===== config.mk =====
export PLATFORM = sky130hd
export DESIGN_NAME = mult_32bit_seq_flat
export DESIGN_NICKNAME = d
export VERILOG_FILES = /design/src/rtl/alu_pkg.sv /design/src/rtl/mult_32bit_seq_if.sv /design/src/rtl/mult_datapath.sv /design/src/rtl/mult_32bit_seq.sv /design/src/flat_wrapper.sv
export SDC_FILE = /design/constraint.sdc
export NUM_CORES = 1
export LEC_CHECK = 0
export CAP_MARGIN = 15
export CELL_PAD_IN_SITES_DETAIL_PLACEMENT = 0
export CELL_PAD_IN_SITES_GLOBAL_PLACEMENT = 1
export CORE_MARGIN = 2
export CORE_UTILIZATION = 37
export DETAILED_ROUTE_END_ITERATION = 10
export GPL_ROUTABILITY_DRIVEN = 0
export PLACE_DENSITY_LB_ADDON = 0.1
export SYNTH_ARGS = -nofsm -noshare
export SYNTH_HDL_FRONTEND = slang
export SYNTH_SLANG_ARGS = --single-unit

===== constraint.sdc =====
create_clock -name clk -period 5.3 [get_ports clk]
set_input_delay 1.06 -clock clk [delete_from_list [all_inputs] [get_ports clk]]
set_output_delay 1.06 -clock clk [all_outputs]
set_load 0.03 [all_outputs]

===== src/rtl/alu_pkg.sv =====
// Shared ALU definitions: multiplier state encoding, latency and the opcodes
// the ALU top-level mux uses to pick the low or high product half.
package alu_pkg;

  typedef enum logic [1:0] {
    IDLE = 2'd0,
    CALC = 2'd1,
    DONE = 2'd2
  } mul_state_t;

  localparam int MUL_WIDTH   = 32;
  localparam int MUL_LATENCY = MUL_WIDTH + 1;

  // MUL selects product[31:0], MULH selects product[63:32]
  localparam logic [3:0] ALU_OP_MUL  = 4'd8;
  localparam logic [3:0] ALU_OP_MULH = 4'd9;

endpackage


===== src/rtl/mult_32bit_seq_if.sv =====
// Start/done bundle of the sequential multiplier. Handshake: start is taken
// on a rising edge only while ready=1; done pulses for one cycle when product is valid.
interface mult_32bit_seq_if #(
  parameter int WIDTH = 32
);
  logic               start;
  logic [WIDTH-1:0]   a;
  logic [WIDTH-1:0]   b;
  logic               ready;
  logic               busy;
  logic               done;
  logic [2*WIDTH-1:0] product;

  modport master (output start, a, b, input ready, busy, done, product);
  modport slave  (input start, a, b, output ready, busy, done, product);
endinterface


===== src/rtl/mult_datapath.sv =====
// Shift-add datapath: multiplicand register, {upper, multiplier} accumulator,
// the (WIDTH+1)-bit adder and the right shifter.
module mult_datapath #(
  parameter int WIDTH = 32
) (
  input  logic               clk,
  input  logic               reset,
  input  logic               load,
  input  logic               step,
  input  logic [WIDTH-1:0]   a,
  input  logic [WIDTH-1:0]   b,
  output logic [2*WIDTH-1:0] step_val
);

  logic [WIDTH-1:0] mcand;
  logic [2*WIDTH:0] acc;
  logic [WIDTH:0]   upper;

  // Add keeps its carry in bit WIDTH; the shift below pulls it back into range.
  always_comb begin
    upper = acc[2*WIDTH:WIDTH];
    if (acc[0]) upper = acc[2*WIDTH:WIDTH] + {1'b0, mcand};
    step_val = {upper, acc[WIDTH-1:1]};
  end

  always_ff @(posedge clk or posedge reset) begin
    if (reset) begin
      mcand <= '0;
      acc   <= '0;
    end else if (load) begin
      mcand <= a;
      acc   <= {{(WIDTH+1){1'b0}}, b};
    end else if (step) begin
      acc <= {1'b0, step_val};
    end
  end

endmodule


===== src/rtl/mult_32bit_seq.sv =====
// Sequential unsigned WIDTHxWIDTH multiplier: one multiplier bit per clock,
// product registered on DONE entry and held until the next DONE.
module mult_32bit_seq
  import alu_pkg::*;
#(
  parameter int WIDTH = 32,
  parameter int CNT_W = 6
) (
  input  logic                  clk,
  input  logic                  reset,
  mult_32bit_seq_if.slave       bus,
  output mul_state_t            dbg_state
);

  mul_state_t         state;
  logic [CNT_W-1:0]   count;
  logic [2*WIDTH-1:0] product_r;
  logic [2*WIDTH-1:0] step_val;
  logic               ready_r;
  logic               busy_r;
  logic               done_r;
  logic               load;
  logic               step;

  assign load = ready_r & bus.start;
  assign step = (state == CALC);

  mult_datapath #(.WIDTH(WIDTH)) u_dp (
    .clk      (clk),
    .reset    (reset),
    .load     (load),
    .step     (step),
    .a        (bus.a),
    .b        (bus.b),
    .step_val (step_val)
  );

  always_ff @(posedge clk or posedge reset) begin
    if (reset) begin
      state     <= IDLE;
      count     <= '0;
      product_r <= '0;
      ready_r   <= 1'b1;
      busy_r    <= 1'b0;
      done_r    <= 1'b0;
    end else begin
      case (state)
        IDLE: begin
          if (bus.start) begin
            state   <= CALC;
            count   <= '0;
            ready_r <= 1'b0;
            busy_r  <= 1'b1;
          end
        end
        CALC: begin
          count <= count + 1'b1;
          // Final step: capture the value the accumulator takes on this edge
          if (count == CNT_W'(WIDTH-1)) begin
            state     <= DONE;
            product_r <= step_val;
            ready_r   <= 1'b1;
            busy_r    <= 1'b0;
            done_r    <= 1'b1;
          end
        end
        DONE: begin
          done_r <= 1'b0;
          if (bus.start) begin
            state   <= CALC;
            count   <= '0;
            ready_r <= 1'b0;
            busy_r  <= 1'b1;
          end else begin
            state <= IDLE;
          end
        end
        default: begin
          state   <= IDLE;
          ready_r <= 1'b1;
          busy_r  <= 1'b0;
          done_r  <= 1'b0;
        end
      endcase
    end
  end

  assign bus.ready   = ready_r;
  assign bus.busy    = busy_r;
  assign bus.done    = done_r;
  assign bus.product = product_r;
  assign dbg_state   = state;

endmodule


===== src/flat_wrapper.sv =====
// flat-port wrapper written by rule: the top's interface ports become plain ports
module mult_32bit_seq_flat import alu_pkg::*;
#(
  parameter int WIDTH = 32,
  parameter int CNT_W = 6
)
  (clk, reset, dbg_state, bus_start, bus_a, bus_b, bus_ready, bus_busy, bus_done, bus_product);
  mult_32bit_seq_if #(.WIDTH(WIDTH)) bus_i ();
  input  logic clk;
  input  logic reset;
  output mul_state_t dbg_state;
  input wire logic [$bits(bus_i.start)-1:0] bus_start;
  input wire logic [$bits(bus_i.a)-1:0] bus_a;
  input wire logic [$bits(bus_i.b)-1:0] bus_b;
  output wire logic [$bits(bus_i.ready)-1:0] bus_ready;
  output wire logic [$bits(bus_i.busy)-1:0] bus_busy;
  output wire logic [$bits(bus_i.done)-1:0] bus_done;
  output wire logic [$bits(bus_i.product)-1:0] bus_product;
  assign bus_i.start = bus_start;
  assign bus_i.a = bus_a;
  assign bus_i.b = bus_b;
  assign bus_ready = bus_i.ready;
  assign bus_busy = bus_i.busy;
  assign bus_done = bus_i.done;
  assign bus_product = bus_i.product;
  mult_32bit_seq #(.WIDTH(WIDTH), .CNT_W(CNT_W)) u_core (.clk(clk), .reset(reset), .bus(bus_i), .dbg_state(dbg_state));
endmodule

Yosys cells after proc, flatten, opt, wreduce, memory -nomap -nowiden
Index checks and enable logic that the tools add are counted. Widths: inputs -> output; s select.

Multiplexer cells: 16. Eq/ne operators: 6. Add/subtract/negate cells: 2. Reductions and logical operators: 9. Bitwise operators: 2.

Operator list (number): $mux 65 (2); $add 33x32->33 (1); $mux 33 (1); $pmux 6 s2 (1); $reduce_and 2->1 (5); $add 6x1->6 const B (1); $eq 6x5->1 const B (1); $mux 6 (1); $pmux 1 s2 (3); $pmux 2 s3 (1); $mux 1 (5); $mux 2 (2); $ne 2x2->1 const B (2); $reduce_bool 2->1 (2); $eq 2x1->1 const B (1); $eq 2x2->1 const B (1); $logic_not 2->1 (1); $ne 2x1->1 const B (1); $reduce_or 2->1 (1); $and 1x1->1 (1); $not 1->1 (1).

Output and inout port bits: 69. Register bits after elaboration: 172.

Depth between registers and ports, before layout
Depth after elaboration: 4. Depth in mapped cells: 11. Mapped depth without buffers: 11.

Modules after synthesis
A second synthesis with hierarchy kept.

Cell total of the unflattened synthesis: 863. Area total of the unflattened synthesis: 9591.7 µm².

By module, submodules not included: mult_datapath (instances 1, cells each 678, sequential area each 2402.3 µm², area an instance 6485.0 µm²); mult_32bit_seq (instances 1, cells each 185, sequential area each 1878.1 µm², area an instance 3106.7 µm²).

Worst setup path before layout
No wires, ideal clock.

Path type: register to register. Start point: register u_core.u_dp.mcand[0]. End point: register u_core.u_dp.acc[61]. Data arrival time: 2421 ps. Path slack: 2740 ps. Data required time: 5162 ps. Cell stages (with the launch flop): 12. Path buffers: 0. Library setup time: 138 ps. Cells stage by stage: dfrtp_1 -> ha_1 -> fa_1 -> a21o_1 -> nand4_1 -> nand2_1 -> a31oi_1 -> o21ai_1 -> a21oi_1 -> mux2i_1 -> a211oi_1 -> a21oi_1.

Longest elaborated chain between the ends: 4.

Ends and longest elaborated chain: from (decl) (line mult_datapath.sv:15) `logic [WIDTH-1:0] mcand;`; from (signal assigned) (line mult_datapath.sv:28) `mcand <= '0;`; from (signal assigned) (line mult_datapath.sv:31) `mcand <= a;`; $add 33x32->33 (line mult_datapath.sv:22) `if (acc[0]) upper = acc[2*WIDTH:WIDTH] + {1'b0, mcand};`; $mux 33 (line mult_datapath.sv:22); $mux 65 (line mult_datapath.sv:33) `end else if (step) begin`; $mux 65 (line mult_datapath.sv:30) `end else if (load) begin`; to (signal assigned) (line mult_datapath.sv:32) `acc <= {{(WIDTH+1){1'b0}}, b};`; to (signal assigned) (line mult_datapath.sv:34) `acc <= {1'b0, step_val};`; to (decl) (line mult_datapath.sv:16) `logic [2*WIDTH:0] acc;`.

No other way between the ends. The select of a mux whose other input is x is not followed. A chain may end at the register's enable or synchronous reset.

Final worst setup path
Start point: register u_core.u_dp.mcand[13]. End point: register u_core.u_dp.acc[58].

The elaborated chain is that of the path after synthesis.

==> metrics.cfg <==
[setup_path]
path_buf_inv = 0
required_ps = 5590
cp_top_family = simple AND/OR/NAND/NOR gates
path_max_fanout = 9
r2r_cells = 10
critPathArrivalTime_ps = 3250
rr_endpoint = u_core.u_dp.acc[58]$_DFFE_PP0P_
critPathKind = reg2reg
crit_chain = ha_1 > and3_4 > nand2_2 > or4b_1 > o31ai_1 > nor2_2 > a21oi_2 > nor4_1 > nor3_1 > a21oi_1
cpMaxStageDelayCell = ha_1
rrSetupSlack_ps = 2340
regToRegStartpoint = u_core.u_dp.mcand[13]$_DFFE_PP0P_
slowest_delay_ps = 510
startpoint_type = flop
setup.worst_path.end_class = flop

[run]
max_cap_viol_count = 0

[timing]
fmax_ghz = 0.3374
hold_violations = 0
fin_crit_ps = 2963
slew_viol_final = 0
relSlewSlack_pct = 26.81
rsz0062_at_grt = no
fin_skew_ps = 12.64
fin_crit_sh_pct = 55.91
setup_viol = 0
fin_tns_setup_ps = 0
tightest_slew_ps = 1098
fin_ws_ps = 2337

[synthesis]
yosysWarningCount = 0
synthFlopType = dfrtp_1
netlist_instances = 933
ys_types = 62
synth_top_area_share_pct = 48.79
syn-cell-area_um2 = 8718
synth.area.top_cells = dfrtp_1, nand2_1, ha_1
synth_common_cells = nand2_1, dfrtp_1, nor2_1
yosysSeqAreaShare_pct = 49.10
synth_nets = 1034
synth-edff-count = 0
synthArstFlopShare_pct = 100.0
yosys.area.top_type = dfrtp_1
synth.most_common_cell = nand2_1
synth-seq-cells = 171
synth_area_per_cell_um2 = 9.344

[final_layout]
finalNetCount = 1141
areaGrowthSynthToFinish_pct = 25.70
finish.utilization_pct = 46.97
fin_area_um2 = 10960
num_antenna_cells = 0
fin_cells = 1372
drive_gt1_share_pct = 8.737

[grt]
grt_max_degree = 113
grt-ovfl-total = 0
antenna_found_initial = 0
gr-max-usage-layer = met2
met2_usage_pct = 30.80
use_met3_pct = 3.276
grt_pass1_vias = 6822
grt_pass1_wl_um = 36310
grt_usage_pct = 18.58
global_route.usage.met1_pct = 25.39

[place]
hpwl_um = 14700
postPlaceCellArea_um2 = 10350
placed_cells = 1339
numPortBuffers = 135
dp_slack_ps = 2180

[clock_tree]
cts.path.max_buffers = 2
cts_tree = built
cts_buffers = 17
h-tree-depth = 4
insertion_delay_ps = 430
cts_root_buf = clkbuf_16
postCtsHoldBufs = 0
clkSinkCount = 171
post-cts-setup-buffer-count = 0
clk_pin_slew_worst_paths_ps = 70
cts_resized = 0

[die]
die_x_um = 157.5
dieArea_um2 = 24810
die_y_um = 157.5
start_util_pct = 37.37
io_pins = 136
row_count = 56
core_um2 = 23330

[detailed_routing]
wl_per_cell_um = 16.32
first_pass_iters = 5
vias_per_cell = 5.133
final_antenna_net_count = 0
drt_iter0_markers = 351
drt_wl_total_um = 22400
dr_total_vias = 7042
drc = 0

[worst_hold_path]
min_path_type = reg2reg
hold_depth = 1
hold_end = u_core.bus.done$_DFFE_PP0P_
min_from = u_core.bus.done$_DFFE_PP0P_

[pwr]
p_per_area_nw_per_um2 = 517.8
p_leak_nw = 4.952
ir_worst_vdd_mv = 0.2598

[run_status]
status = complete, no violations

[logic make-up (layout without fill, tap and decap cells)]
| family | after synthesis | in the layout | synth area share [%] |
|---|---|---|---|
| and+or+nand+nor | 353 | 353 | 17.15 |
| AOI/OAI and AO/OA | 229 | 229 | 16.69 |
| DFF | 171 | 171 | 49.10 |
| buffers and inverters | 68 | 188 | 3.042 |
| muxes | 53 | 53 | 6.544 |
| adders and majority gates | 34 | 34 | 4.966 |
| xor gates and xnor gates | 25 | 25 | 2.511 |
[final cells by class]
cell class                      count  area [µm²]
Multi-Input combinational cell    694        4194
Tap cell                          319       399.1
Inverter                           12       48.80
Fill cell                        2294       12370
Sequential cell                   171        4280
Timing Repair Buffer              144        1451
Clock buffer                       18       439.2
Clock inverter                     14       146.4
[placed cells by master (no fill, tap or decap), types with 3 or more instances in the layout]
| cell | count |
|---|---|
| and4_1 | 3 |
| a21oi_1 | 62 |
| nand3b_1 | 3 |
| nor3_1 | 7 |
| nand2b_1 | 6 |
| o211ai_1 | 4 |
| nand4_1 | 13 |
| a211oi_1 | 19 |
| mux2i_1 | 21 |
| nor4_1 | 3 |
| nor2_1 | 90 |
| nor2b_1 | 6 |
| mux2_2 | 32 |
| buf_4 | 7 |
| inv_6 | 3 |
| dfrtp_1 | 170 |
| inv_1 | 11 |
| a21oi_2 | 3 |
| clkdlybuf4s50_1 | 135 |
| clkbuf_16 | 17 |
| o31a_1 | 3 |
| o31ai_1 | 3 |
| clkinvlp_4 | 4 |
| o21bai_1 | 6 |
| nand3_1 | 12 |
| xor2_1 | 8 |
| ha_1 | 33 |
| a31oi_1 | 46 |
| a21o_1 | 20 |
| o21ai_0 | 38 |
| xnor2_1 | 17 |
| inv_8 | 5 |
| nand2_1 | 194 |
[metrics by stage]
stage | total power [W] | hold slack (ps)
after floorplan | 0.003673 | 442.9
after global placement | 0.004454 | 467.8
after detailed placement | 0.004461 | 472.0
after CTS | 0.005741 | 492.6
after global routing | 0.006098 | 516.7
final | 0.005674 | 487.6
[per-layer routing]
layer	up-vias	share of wire [%]	wire length, µm
met4	0	0.99	222
met5	-	0	0
met2	109	48	10790
li1	3489	-	-
met1	3427	48	10660
met3	17	3.3	728
[power breakdown]
group          leakage, nW  total, W  internal, W  switching (W)
combinational         2.61   0.00249      0.00103        0.00146
sequential            2.07   0.00194      0.00167       0.000272
clock                0.279   0.00125     0.000642       0.000604
[worst max-delay path by stage]
stage	from	endpoint	slack, ps	depth (start not counted)
global placement	bus_start	u_core.u_dp.acc[31]$_DFFE_PP0P_	2210	3
finish	u_core.u_dp.mcand[13]$_DFFE_PP0P_	u_core.u_dp.acc[58]$_DFFE_PP0P_	2340	10
detailed placement	bus_start	u_core.u_dp.acc[60]$_DFFE_PP0P_	2180	4
global route	u_core.u_dp.mcand[0]$_DFFE_PP0P_	u_core.u_dp.acc[61]$_DFFE_PP0P_	2120	11
CTS	u_core.u_dp.mcand[0]$_DFFE_PP0P_	u_core.u_dp.acc[61]$_DFFE_PP0P_	2340	11
floorplan	reset	u_core.bus.busy$_DFFE_PP0P_	2060	1
[flip-flops by register name (all words and copies together), names as in the netlist]
register,cells
u_core.u_dp.acc,64
u_core.bus.ready,1
u_core.u_dp.mcand,32
u_core.bus.product,64
u_core.bus.busy,1
u_core.count,6
u_core.dbg_state,2
u_core.bus.done,1
Power figures use the tool's default switching activity.
